**src/rtl/wfg_record_pat_if.sv**
```systemverilog
// wfg_record_pat_if -- AXI-Stream style output channel of the pattern recorder.
//   tvalid : word available (driven by recorder)
//   tdata  : captured sample, zero-extended (driven by recorder)
//   tlast  : last word of a packet (driven by recorder)
//   tready : downstream ready (driven by consumer)
interface wfg_record_pat_if #(
    parameter int DATA_WIDTH = 32
) ();
    logic                  tvalid;
    logic                  tready;
    logic                  tlast;
    logic [DATA_WIDTH-1:0] tdata;

    modport master (
        output tvalid,
        output tdata,
        output tlast,
        input  tready
    );

    modport slave (
        input  tvalid,
        input  tdata,
        input  tlast,
        output tready
    );
endinterface

```
**src/rtl/wfg_record_pat.sv**
```systemverilog
// wfg_record_pat -- samples asynchronous input pins on selected sync pulses,
// decimates the pulse stream, packetises the captured words and buffers them
// in a small FIFO feeding an AXI-Stream output.
//
// Ports:
//   clk, rst_n            : block clock, asynchronous active-low reset
//   wfg_core_sync_i       : core sync pulse (one clk wide)
//   wfg_subcore_sync_i    : subcore sync pulse (one clk wide)
//   ctrl_en_q_i           : recorder enable; 0 holds counters at zero
//   cfg_core_sel_q_i      : 0 = core pulse, 1 = subcore pulse
//   cfg_decim_q_i         : capture every (n+1)th selected pulse
//   cfg_pktlen_q_i        : words per packet minus one
//   cfg_chmask_q_i        : per-channel mask, 0 forces the bit low
//   pat_din_i             : asynchronous input pins
//   wfg_axis              : output stream (master modport)
//   overflow_o            : sticky flag, a captured word was dropped
//   overflow_clr_i        : clears overflow_o (set wins)
module wfg_record_pat #(
    parameter int CHANNELS        = 32,
    parameter int AXIS_DATA_WIDTH = 32,
    parameter int FIFO_DEPTH      = 4
) (
    input  logic                clk,
    input  logic                rst_n,
    input  logic                wfg_core_sync_i,
    input  logic                wfg_subcore_sync_i,
    input  logic                ctrl_en_q_i,
    input  logic                cfg_core_sel_q_i,
    input  logic [7:0]          cfg_decim_q_i,
    input  logic [7:0]          cfg_pktlen_q_i,
    input  logic [CHANNELS-1:0] cfg_chmask_q_i,
    input  logic [CHANNELS-1:0] pat_din_i,
    wfg_record_pat_if.master    wfg_axis,
    output logic                overflow_o,
    input  logic                overflow_clr_i
);

    localparam int PTR_W = $clog2(FIFO_DEPTH);
    localparam int CNT_W = PTR_W + 1;

    logic [CHANNELS-1:0]      sync1;
    logic [CHANNELS-1:0]      sync2;
    logic [7:0]               dcnt;
    logic [7:0]               pcnt;
    logic [PTR_W-1:0]         wr_ptr;
    logic [PTR_W-1:0]         rd_ptr;
    logic [CNT_W-1:0]         count;
    logic [AXIS_DATA_WIDTH:0] mem [FIFO_DEPTH];

    logic                       sel_sync;
    logic                       hit;
    logic                       full;
    logic                       pop;
    logic                       push;
    logic                       drop;
    logic                       cap_last;
    logic [AXIS_DATA_WIDTH-1:0] cap_data;

    assign sel_sync = cfg_core_sel_q_i ? wfg_subcore_sync_i : wfg_core_sync_i;
    assign hit      = ctrl_en_q_i && sel_sync && (dcnt == cfg_decim_q_i);
    assign full     = (count == CNT_W'(FIFO_DEPTH));
    assign pop      = (count != '0) && wfg_axis.tready;
    // A full FIFO still accepts a word when the head leaves in the same cycle.
    assign push     = hit && (!full || pop);
    assign drop     = hit && full && !pop;
    assign cap_last = (pcnt == cfg_pktlen_q_i);

    always_comb begin
        cap_data                 = '0;
        cap_data[CHANNELS-1:0]   = sync2 & cfg_chmask_q_i;
    end

    always_ff @(posedge clk or negedge rst_n) begin
        if (!rst_n) begin
            sync1 <= '0;
            sync2 <= '0;
        end else begin
            sync1 <= pat_din_i;
            sync2 <= sync1;
        end
    end

    // dcnt advances on every selected pulse (dropped words included);
    // pcnt only on words that actually enter the FIFO.
    always_ff @(posedge clk or negedge rst_n) begin
        if (!rst_n) begin
            dcnt <= '0;
            pcnt <= '0;
        end else if (!ctrl_en_q_i) begin
            dcnt <= '0;
            pcnt <= '0;
        end else begin
            if (sel_sync) begin
                dcnt <= (dcnt == cfg_decim_q_i) ? 8'd0 : dcnt + 8'd1;
            end
            if (push) begin
                pcnt <= cap_last ? 8'd0 : pcnt + 8'd1;
            end
        end
    end

    always_ff @(posedge clk) begin
        if (push) begin
            mem[wr_ptr] <= {cap_last, cap_data};
        end
    end

    always_ff @(posedge clk or negedge rst_n) begin
        if (!rst_n) begin
            wr_ptr <= '0;
            rd_ptr <= '0;
            count  <= '0;
        end else begin
            if (push) begin
                wr_ptr <= wr_ptr + PTR_W'(1);
            end
            if (pop) begin
                rd_ptr <= rd_ptr + PTR_W'(1);
            end
            case ({push, pop})
                2'b10:   count <= count + CNT_W'(1);
                2'b01:   count <= count - CNT_W'(1);
                default: count <= count;
            endcase
        end
    end

    always_ff @(posedge clk or negedge rst_n) begin
        if (!rst_n) begin
            overflow_o <= 1'b0;
        end else if (drop) begin
            overflow_o <= 1'b1;
        end else if (overflow_clr_i) begin
            overflow_o <= 1'b0;
        end
    end

    // Head entry is masked while empty so stale memory never shows on the bus.
    always_comb begin
        wfg_axis.tvalid = (count != '0);
        wfg_axis.tdata  = '0;
        wfg_axis.tlast  = 1'b0;
        if (count != '0) begin
            wfg_axis.tdata = mem[rd_ptr][AXIS_DATA_WIDTH-1:0];
            wfg_axis.tlast = mem[rd_ptr][AXIS_DATA_WIDTH];
        end
    end

endmodule
```
**src/flat_wrapper.sv**
```systemverilog
// flat-port wrapper written by rule: the top's interface ports become plain ports
module wfg_record_pat_flat 
#(
    parameter int CHANNELS        = 32,
    parameter int AXIS_DATA_WIDTH = 32,
    parameter int FIFO_DEPTH      = 4
)
  (clk, rst_n, wfg_core_sync_i, wfg_subcore_sync_i, ctrl_en_q_i, cfg_core_sel_q_i, cfg_decim_q_i, cfg_pktlen_q_i, cfg_chmask_q_i, pat_din_i, overflow_o, overflow_clr_i, wfg_axis_tvalid, wfg_axis_tdata, wfg_axis_tlast, wfg_axis_tready);
  wfg_record_pat_if wfg_axis_i ();
  input  logic clk;
  input  logic rst_n;
  input  logic wfg_core_sync_i;
  input  logic wfg_subcore_sync_i;
  input  logic ctrl_en_q_i;
  input  logic cfg_core_sel_q_i;
  input  logic [7:0] cfg_decim_q_i;
  input  logic [7:0] cfg_pktlen_q_i;
  input  logic [CHANNELS-1:0] cfg_chmask_q_i;
  input  logic [CHANNELS-1:0] pat_din_i;
  output logic overflow_o;
  input  logic overflow_clr_i;
  output wire logic [$bits(wfg_axis_i.tvalid)-1:0] wfg_axis_tvalid;
  output wire logic [$bits(wfg_axis_i.tdata)-1:0] wfg_axis_tdata;
  output wire logic [$bits(wfg_axis_i.tlast)-1:0] wfg_axis_tlast;
  input wire logic [$bits(wfg_axis_i.tready)-1:0] wfg_axis_tready;
  assign wfg_axis_tvalid = wfg_axis_i.tvalid;
  assign wfg_axis_tdata = wfg_axis_i.tdata;
  assign wfg_axis_tlast = wfg_axis_i.tlast;
  assign wfg_axis_i.tready = wfg_axis_tready;
  wfg_record_pat #(.CHANNELS(CHANNELS), .AXIS_DATA_WIDTH(AXIS_DATA_WIDTH), .FIFO_DEPTH(FIFO_DEPTH)) u_core (.clk(clk), .rst_n(rst_n), .wfg_core_sync_i(wfg_core_sync_i), .wfg_subcore_sync_i(wfg_subcore_sync_i), .ctrl_en_q_i(ctrl_en_q_i), .cfg_core_sel_q_i(cfg_core_sel_q_i), .cfg_decim_q_i(cfg_decim_q_i), .cfg_pktlen_q_i(cfg_pktlen_q_i), .cfg_chmask_q_i(cfg_chmask_q_i), .pat_din_i(pat_din_i), .wfg_axis(wfg_axis_i), .overflow_o(overflow_o), .overflow_clr_i(overflow_clr_i));
endmodule
```
**config.mk**
```make
export PLATFORM = sky130hd
export DESIGN_NAME = wfg_record_pat_flat
export DESIGN_NICKNAME = d
export VERILOG_FILES = /design/src/rtl/wfg_record_pat_if.sv /design/src/rtl/wfg_record_pat.sv /design/src/flat_wrapper.sv
export SDC_FILE = /design/constraint.sdc
export NUM_CORES = 1
export LEC_CHECK = 0
export ABC_AREA = 1
export CORE_ASPECT_RATIO = 0.75
export CORE_MARGIN = 5
export CORE_UTILIZATION = 25
export DETAILED_ROUTE_END_ITERATION = 16
export SETUP_SLACK_MARGIN = 0.5
export SYNTH_ARGS = -nofsm -noshare
export SYNTH_HDL_FRONTEND = slang
export SYNTH_SLANG_ARGS = --single-unit
```
**constraint.sdc**
```tcl
create_clock -name clk -period 7.9 [get_ports clk]
set_input_delay 1.58 -clock clk [delete_from_list [all_inputs] [get_ports clk]]
set_output_delay 1.58 -clock clk [all_outputs]
set_load 0.02 [all_outputs]
```
==> results.toml, run 1 <==
[timing]
setup_viol = 0
max_freq_mhz = 210
fin_crit_sh_pct = 60.3
rsz0062_at_grt = "no"
slew_violations = 0
finalHoldViolCount = 0
period_needed_ns = 4.76
slew-limit-headroom_pct = 23.5
skew_ns = 0.00861
tns_ns = 0
setup_slack_ns = 3.14
tightest_slew_ns = 1.14

[hold_path]
whs_path_depth = 0
whs_endpoint = "u_core.sync2[27]"
hp-class = "reg -> reg"
worstHoldStart = "u_core.sync1[27]"

[route]
drc = 0
finalWirelength_mm = 20.0
vias = 5419
drt-wirelength-per-cell_um = 15.0
routed_via_density = 4.07
dr.pass1.iters = 4
wl_met3_mm = 1.32
drt_iter0_drc = 275
wl_met2_mm = 9.22
maxUsedRoutingLayer = "met4"
ant_nets = 0
wl_met1_mm = 9.03

[worst_setup_path]
crit_fanout = 35
crit_type = "reg -> out"
path_cells = "inv_2, nor2_1, o21ai_0, a21oi_1, clkdlybuf4s50_1"
r2r_end = "u_core.mem[1][9]"
cp.arrival_ns = 3.18
cp-start-kind = "register"
crit_slowest_cell = "dfrtp_2"
setup.worst_path.end_class = "primary output"
r2r_slack_ns = 5.35
critical_path.top_delay_family = "buffers and inverters"
worstRegToRegCells = 8
cp_data_required_time_ns = 6.32
r2r-start = "u_core.dcnt[2]"
critPathMaxStageDelay_ns = 0.87
cp_num_buf_inv = 2

[pwr]
pwr-share-clk_pct = 32.8
switching_power_uw = 1180
p_comb_share_pct = 30.6
powerDensity_mw_per_mm2 = 322
power.leakage_uw = 0.00437
pwr-share-seq_pct = 36.6
power_uw = 3570
p_sw_share_pct = 33.0
ir_drop_mv = 0.145
p_int_uw = 2390

[clock_network]
h-tree-depth = 1
cts_tree = "built"
cts_buffers = 25
clk-insertion-delay-late_ns = 0.53
cts_hold_buffers = 0
cts_resized = 0
cts.clk_slew.worst_paths_ns = 0.06
clk_path_buf_depth = 3
post-cts-setup-buffer-count = 0
root_buffer = "clkbuf_16"
cts.sinks = 220

[layout]
mostFrequentLayoutCells = "150 x nor2_1, 132 x edfxtp_1, 121 x clkdlybuf4s50_1"
stdcell_count = 1333
nets = 959
final_common_cell = "nor2_1"
diodes = 0
fill_cells = 3365
syn_to_final_growth_pct = 30.0
drive_gt1_share_pct = 6.91

[logic_synthesis]
synth.avg_cell_area_um2 = 11.5
syn_inst = 739
synth_warnings = 0
ys_seq_elements = 220
syn_area_mm2 = 0.00852
ys_types = 27
ys_seq_area_share_pct = 72.4
syn_nets = 834

[floorplanning]
die-area_mm2 = 0.0379
die_w_um = 223
rows = 58
die_h_um = 170
io_pins = 123
core_mm2 = 0.0336
initial_utilization_pct = 25.4

[grt]
gr-total-overflow = 0
grt_pass1_wl_mm = 31.2
grt_util_all_layers_pct = 10.4
grt_pass1_vias = 5479
antenna_found_initial = 0
grt_max_degree = 68

[placed_design]
gp_congestion = 0.767
port_buffers = 122
dp_cells = 1287
dp_hpwl_mm = 12.8
place_ws_ns = 3.56

[job]
cap_violations = 0

[run_status]
status = "finished, final reports clean"
[synth_stat cells]
cell | instances | area (um2)
nor2_1 | 154 | 578
nand4_1 | 3 | 18.8
buf_1 | 2 | 7.51
inv_2 | 3 | 11.3
xor2_1 | 16 | 140
or2_2 | 2 | 12.5
o21ai_2 | 2 | 17.5
buf_2 | 4 | 20.0
clkbuf_2 | 1 | 5.00
nand2_1 | 97 | 364
buf_8 | 1 | 15.0
o21ai_0 | 74 | 370
edfxtp_1 | 132 | 3960
o21ai_1 | 1 | 5.00
clkbuf_1 | 19 | 71.3
nand3_4 | 1 | 17.5
ha_1 | 6 | 75.1
inv_1 | 71 | 267
fa_1 | 1 | 20.0
nor3_1 | 4 | 20.0
xnor2_1 | 3 | 26.3
a21oi_1 | 33 | 165
o22ai_1 | 6 | 37.5
nor2_4 | 2 | 22.5
dfrtp_1 | 88 | 2200
nand3_1 | 12 | 60.1
and2_1 | 1 | 6.26
[area by class of cell]
| cell class | count | area (um2) | share of cell area, % |
|---|---|---|---|
| Sequential cell | 220 | 6170 | 55.7 |
| Clock buffer | 31 | 668 | 6.03 |
| Clock inverter | 15 | 168 | 1.51 |
| Inverter | 74 | 278 | 2.51 |
| Tap cell | 450 | 563 | 5.08 |
| Timing Repair Buffer | 125 | 1240 | 11.2 |
| Multi-Input combinational cell | 418 | 1990 | 17.9 |
[flip-flops by register name, summed over array words and instances, names as in the netlist]
register / count
u_core.mem: 132
u_core.rd_ptr: 2
u_core.count: 3
u_core.sync2: 32
u_core.sync1: 32
u_core.pcnt: 8
u_core.overflow_o: 1
u_core.wr_ptr: 2
u_core.dcnt: 8
[cells by family (layout without fill, tap and decap cells)]
family	Yosys count	in the layout	synth area share, %
buffers and inverters	101	245	4.66
AO/OA/AOI/OAI	116	116	6.99
AND/OR/NAND/NOR	276	276	12.9
XOR/XNOR	19	19	1.95
adder cells (fa/ha/maj)	7	7	1.12
flip-flops	220	220	72.4
[metal layers]
metal / up-vias / GRT usage [%]
met5: - / 0
met4: 0 / 2.13
met3: 36 / 3.24
met2: 116 / 16.7
met1: 2586 / 14.1
li1: 2681 / -
[worst max path at each step]
| stage | endpoint | cells after the start | from | slack, ns |
|---|---|---|---|---|
| detailed placement | u_core.mem[1][9] | 5 | ctrl_en_q_i | 3.56 |
| finish | wfg_axis_tdata[0] | 5 | u_core.rd_ptr[1] | 3.14 |
| floorplan | u_core.mem[0][0] | 5 | wfg_core_sync_i | 3.88 |
| global placement | u_core.mem[1][5] | 5 | ctrl_en_q_i | 3.62 |
| global route | wfg_axis_tdata[19] | 5 | u_core.rd_ptr[1] | 2.91 |
| CTS | wfg_axis_tdata[26] | 5 | u_core.rd_ptr[1] | 3.09 |
[power by group through the flow]
stage	combinational, uW	sequential [uW]	clock, uW
5_1_grt	1220	1310	1260
3_3_place_gp	1120	1330	0
4_1_cts	1130	1310	1210
6_report	1090	1300	1170
2_1_floorplan	640	1290	0
3_5_place_dp	1120	1330	0
[stage by stage]
step / cell area (um2) / hold WS, ns / utilization (%)
6_report: 11100 / 0.346 / 33.0
5_1_grt: 11100 / 0.351 / 33.0
4_1_cts: 11100 / 0.348 / 33.0
3_5_place_dp: 10200 / 0.335 / 30.5
3_3_place_gp: 10200 / 0.331 / 30.5
2_1_floorplan: 8520 / 0.331 / -
(Power assumes the default switching activity.)
==> run 2, diff against run 1 <==
==> constraint.sdc (replaced) <==
create_clock -name clk -period 4.5 [get_ports clk]
set_input_delay 0.9 -clock clk [delete_from_list [all_inputs] [get_ports clk]]
set_output_delay 0.9 -clock clk [all_outputs]
set_load 0.02 [all_outputs]
==> results.toml, run 2 (synthesis results as in run 1) <==
[run_status]
status = "finished, final reports clean"

[route]
drc = 0
routed_via_density = 4.06
ant_nets = 0
dr.pass1.iters = 4
vias = 5441
drt_iter0_drc = 242
drt-wirelength-per-cell_um = 15.0
finalWirelength_mm = 20.1

[clock_network]
root_buffer = "clkbuf_16"
clk-insertion-delay-late_ns = 0.53
cts_buffers = 25
cts.clk_slew.worst_paths_ns = 0.06
h-tree-depth = 1
cts_hold_buffers = 0
clk_path_buf_depth = 3
cts.sinks = 220
post-cts-setup-buffer-count = 0
cts_tree = "built"
cts_resized = 0

[floorplanning]
io_pins = 123
die_h_um = 170
initial_utilization_pct = 25.4
core_mm2 = 0.0336
die-area_mm2 = 0.0379
die_w_um = 223
rows = 58

[layout]
mostFrequentLayoutCells = "150 x nor2_1, 132 x edfxtp_1, 121 x clkdlybuf4s50_1"
largest_register = "u_core.mem"
largest_register_ffs = 132
reg_top3 = "u_core.mem x132, u_core.sync1 x32, u_core.sync2 x32"
diodes = 0
final_common_cell = "nor2_1"
nets = 966
drive_gt1_share_pct = 7.76
final_util_pct = 33.2
syn_to_final_growth_pct = 31.0

[worst_setup_path]
worstRegToRegCells = 7
cp_data_required_time_ns = 3.60
cp_num_buf_inv = 2
critical_path.top_delay_family = "buffers and inverters"
crit_fanout = 33
crit_slowest_cell = "clkdlybuf4s50_1"
cp-start-kind = "register"
critPathMaxStageDelay_ns = 0.67
crit_type = "reg -> out"
setup.worst_path.end_class = "primary output"
cp.arrival_ns = 2.75
cp_num_cells = 5
path_cells = "inv_2, nor2_1, o21ai_0, a21oi_1, clkdlybuf4s50_1"

[hold_path]
hp-class = "reg -> reg"
whs_path_depth = 0

[timing]
skew_ns = 0.0186
tns_ns = 0
whs_ns = 0.345
max_freq_mhz = 274
tightest_slew_ns = 0.941
finalHoldViolCount = 0
setup_viol = 0
slew-limit-headroom_pct = 37.3
fin_crit_sh_pct = 81.1
slew_violations = 0
period_needed_ns = 3.65
rsz0062_at_grt = "no"

[grt]
antenna_found_initial = 0
grt_util_all_layers_pct = 10.4
grt_pass1_vias = 5565
grt_max_degree = 68
gr-total-overflow = 0
grt_pass1_wl_mm = 31.2

[placed_design]
port_buffers = 122
dp_hpwl_mm = 13.3
gp_congestion = 0.784

[job]
cap_violations = 0

[pwr]
ir_drop_mv = 0.254
powerDensity_mw_per_mm2 = 571
power.leakage_uw = 0.00442
-- run 2: path summary, 6_finish.rpt --
path | from | endpoint | slack (ns)
max in group asynchronous | rst_n | u_core.sync1[9] | 3.12
setup reg to reg | u_core.count[0] | u_core.mem[2][4] | 1.96
setup / recovery | u_core.rd_ptr[1] | wfg_axis_tdata[15] | 0.85
min in group asynchronous | rst_n | u_core.pcnt[1] | 0.49
hold / removal | u_core.sync1[18] | u_core.sync2[18] | 0.35
hold reg to reg | u_core.sync1[18] | u_core.sync2[18] | 0.35
-- run 2: metrics by stage --
stage,total power [uW],cells,worst slack (ns),area [um2]
6_report,6370,1339,0.850,11200
5_1_grt,6750,1339,0.622,11200
4_1_cts,6500,1339,0.626,11200
3_5_place_dp,4310,1294,1.01,10300
3_3_place_gp,4300,1294,1.06,10300
2_1_floorplan,3390,739,1.16,8520
-- run 2: cell type report --
class                   count  area (um2)
flip-flops and latches    220        6170
repair buffers            132        1290
clock buffers              31         658
well taps                 450         563
fillers                  3298       22400
clock inverters            14         210
inverters                  74         279
multi-input cells         418        1990
-- run 2: power by group --
| part | leakage (uW) | switching, uW | internal, uW |
|---|---|---|---|
| sequential | 0.00226 | 61.4 | 2200 |
| clock | 0.000416 | 820 | 1330 |
| combinational | 0.00175 | 1190 | 773 |
| total | 0.00442 | 2070 | 4300 |
-- run 2: per-layer routing --
metal  vias up  track usage (%)  wire length (um)
li1       2699                -                 -
met1      2578             14.0              9080
met2       136             16.7              9250
met3        28             3.31              1430
met4         0             1.86               340
met5         -                0                 0
==> RTL edit (flow settings as in run 1) <==
Register the output `overflow_o` once more, with the module's reset; this adds one clock of latency there. The other outputs are not delayed to match.
--- a/src/rtl/wfg_record_pat.sv
+++ b/src/rtl/wfg_record_pat.sv
@@ -38,4 +38,6 @@
     localparam int PTR_W = $clog2(FIFO_DEPTH);
     localparam int CNT_W = PTR_W + 1;
+
+    logic overflow_s0;
 
     logic [CHANNELS-1:0]      sync1;
@@ -128,9 +130,9 @@
     always_ff @(posedge clk or negedge rst_n) begin
         if (!rst_n) begin
-            overflow_o <= 1'b0;
+            overflow_s0 <= 1'b0;
         end else if (drop) begin
-            overflow_o <= 1'b1;
+            overflow_s0 <= 1'b1;
         end else if (overflow_clr_i) begin
-            overflow_o <= 1'b0;
+            overflow_s0 <= 1'b0;
         end
     end
@@ -147,3 +149,11 @@
     end
 
+    always_ff @(posedge clk or negedge rst_n) begin
+        if (!rst_n) begin
+            overflow_o <= '0;
+        end else begin
+            overflow_o <= overflow_s0;
+        end
+    end
+
 endmodule
Check against the original RTL: not equivalent (Yosys sat finds a counterexample within 10 cycles, from zero or initial values and one cycle with rst_n low).
==> RTL edit against run 1 <==
Synthesized area up 0.29%. Setup slack lost 140 ps. Register-to-register slack got worse by 50 ps. Critical path depth did not move. Final area up 0.16%. Total power up 0.13%. Routed wire length increased by 0.10%. Die area increased by 0.28%. Sequential cell count increased by 1.
==> RTL edit: results (changes against run 1) <==
[grt]
grt_pass1_wl_um = 32000  ; was 31200 µm
grt_max_degree = 69  ; was 68
grt_pass1_vias = 5718  ; was 5479
antenna_found_initial = 2  ; was 0
grt_usage_pct = 10.6  ; was 10.4%

[route]
wl_per_cell_um = 15.0  ; about the same
drt_iter0_drc = 384  ; was 275
num_vias = 5462  ; was 5419
vias_per_cell = 4.10  ; was 4.07
dr.pass1.iters = 5  ; was 4

[final_layout]
drive_above_1_share_pct = 6.46  ; was 6.91%

[setup_path]
r2r_start = u_core.dcnt[3]  ; was u_core.dcnt[2]
r2r-end = u_core.mem[3][7]  ; was u_core.mem[1][9]
slowest_delay_ps = 840  ; was 870 ps
cp_slowest_cell = inv_2  ; was dfrtp_2
cp-startpoint = u_core.rd_ptr[0]  ; was u_core.rd_ptr[1]
cp.arrival_ps = 3320  ; was 3180 ps
crit_fanout = 68  ; was 35

[synthesis]
ys_top_cells_by_count = 154 x nor2_1, 132 x edfxtp_1, 97 x nand2_1  ; unchanged
synthXorXnorAreaFrac_pct = 1.95  ; about the same
synth_compound_area_share_pct = 6.97  ; was 6.99%
async_reset_ff_share_pct = 40.3  ; was 40.0%
ys_seq_area_share_pct = 72.5  ; was 72.4%
synth_fp_nets = 835  ; was 834
synthTopCellsByArea = edfxtp_1 46%, dfrtp_1 26%, nor2_1 6.8%, o21ai_0 4.3%, nand2_1 4.3%  ; was edfxtp_1 47%, dfrtp_1 26%, nor2_1 6.8%, o21ai_0 4.3%, nand2_1 4.3%
syn_avg_cell_area_um2 = 11.5  ; about the same
synth_fa_ha_area_share_pct = 1.11  ; was 1.12%

[hold_path]
min_from = u_core.sync1[2]  ; was u_core.sync1[27]
hold_end = u_core.sync2[2]  ; was u_core.sync2[27]
hold_path_class = reg -> reg  ; unchanged

[place]
dp_hpwl_um = 12300  ; was 12800 µm
placed_area_um2 = 10300  ; was 10200 µm²
gp_congestion = 0.763  ; was 0.767
io_buffers = 122  ; unchanged
place_ws_ps = 3500  ; was 3560 ps

[timing]
finalClockSkew_ps = 9.93  ; was 8.61 ps
min_period_ps = 4900  ; was 4760 ps
slew_headroom_pct = 19.5  ; was 23.5%
hold_ws_ps = 344  ; was 346 ps

[clocking]
root_buffer = clkbuf_16  ; unchanged
numCtsBuffers = 25  ; unchanged

[power]
switching_share_pct = 32.6  ; was 33.0%
clkPwrFrac_pct = 32.8  ; about the same
p_seq_share_pct = 36.8  ; was 36.6%
leakagePower_uw = 0.00439  ; was 0.00437 µW
ir_worst_vdd_uv = 171  ; was 145 µV

[outcome]
outcome = finished, final reports clean  ; unchanged

==> RTL edit: cell count changes in the layout (fill, tap and decap cells not counted), sizes merged <==
cell      before  now
buf            4    3
bufinv         3    2
clkbuf        31   37
clkinv         7    5
clkinvlp       4    0
dfrtp         88   89
==> RTL edit: kinds of logic (layout without fill, tap and decap cells) <==
kind of cell    count (synthesis)  count (layout)
fa+ha+maj                       7               7
buf+inv                       101             243
flops                         221             221
xor+xnor                       19              19
compound gates                116             116
simple gates                  276             276
==> RTL edit: area by class of cell <==
class | count | area (µm²)
clock buffer | 37 | 744
clock inverter | 8 | 91.3
fill | 3342 | 22500
inverter | 74 | 278
multi-input combinational | 418 | 1990
sequential | 221 | 6190
tap | 450 | 563
timing repair buffer | 124 | 1230
==> RTL edit: metal layers <==
layer	global-route usage, %	share of wire, %	vias up
met3	3.22	6.8	32
met5	0	0.055	-
li1	-	-	2695
met4	2.58	1.9	2
met2	16.7	45	122
met1	14.4	47	2611
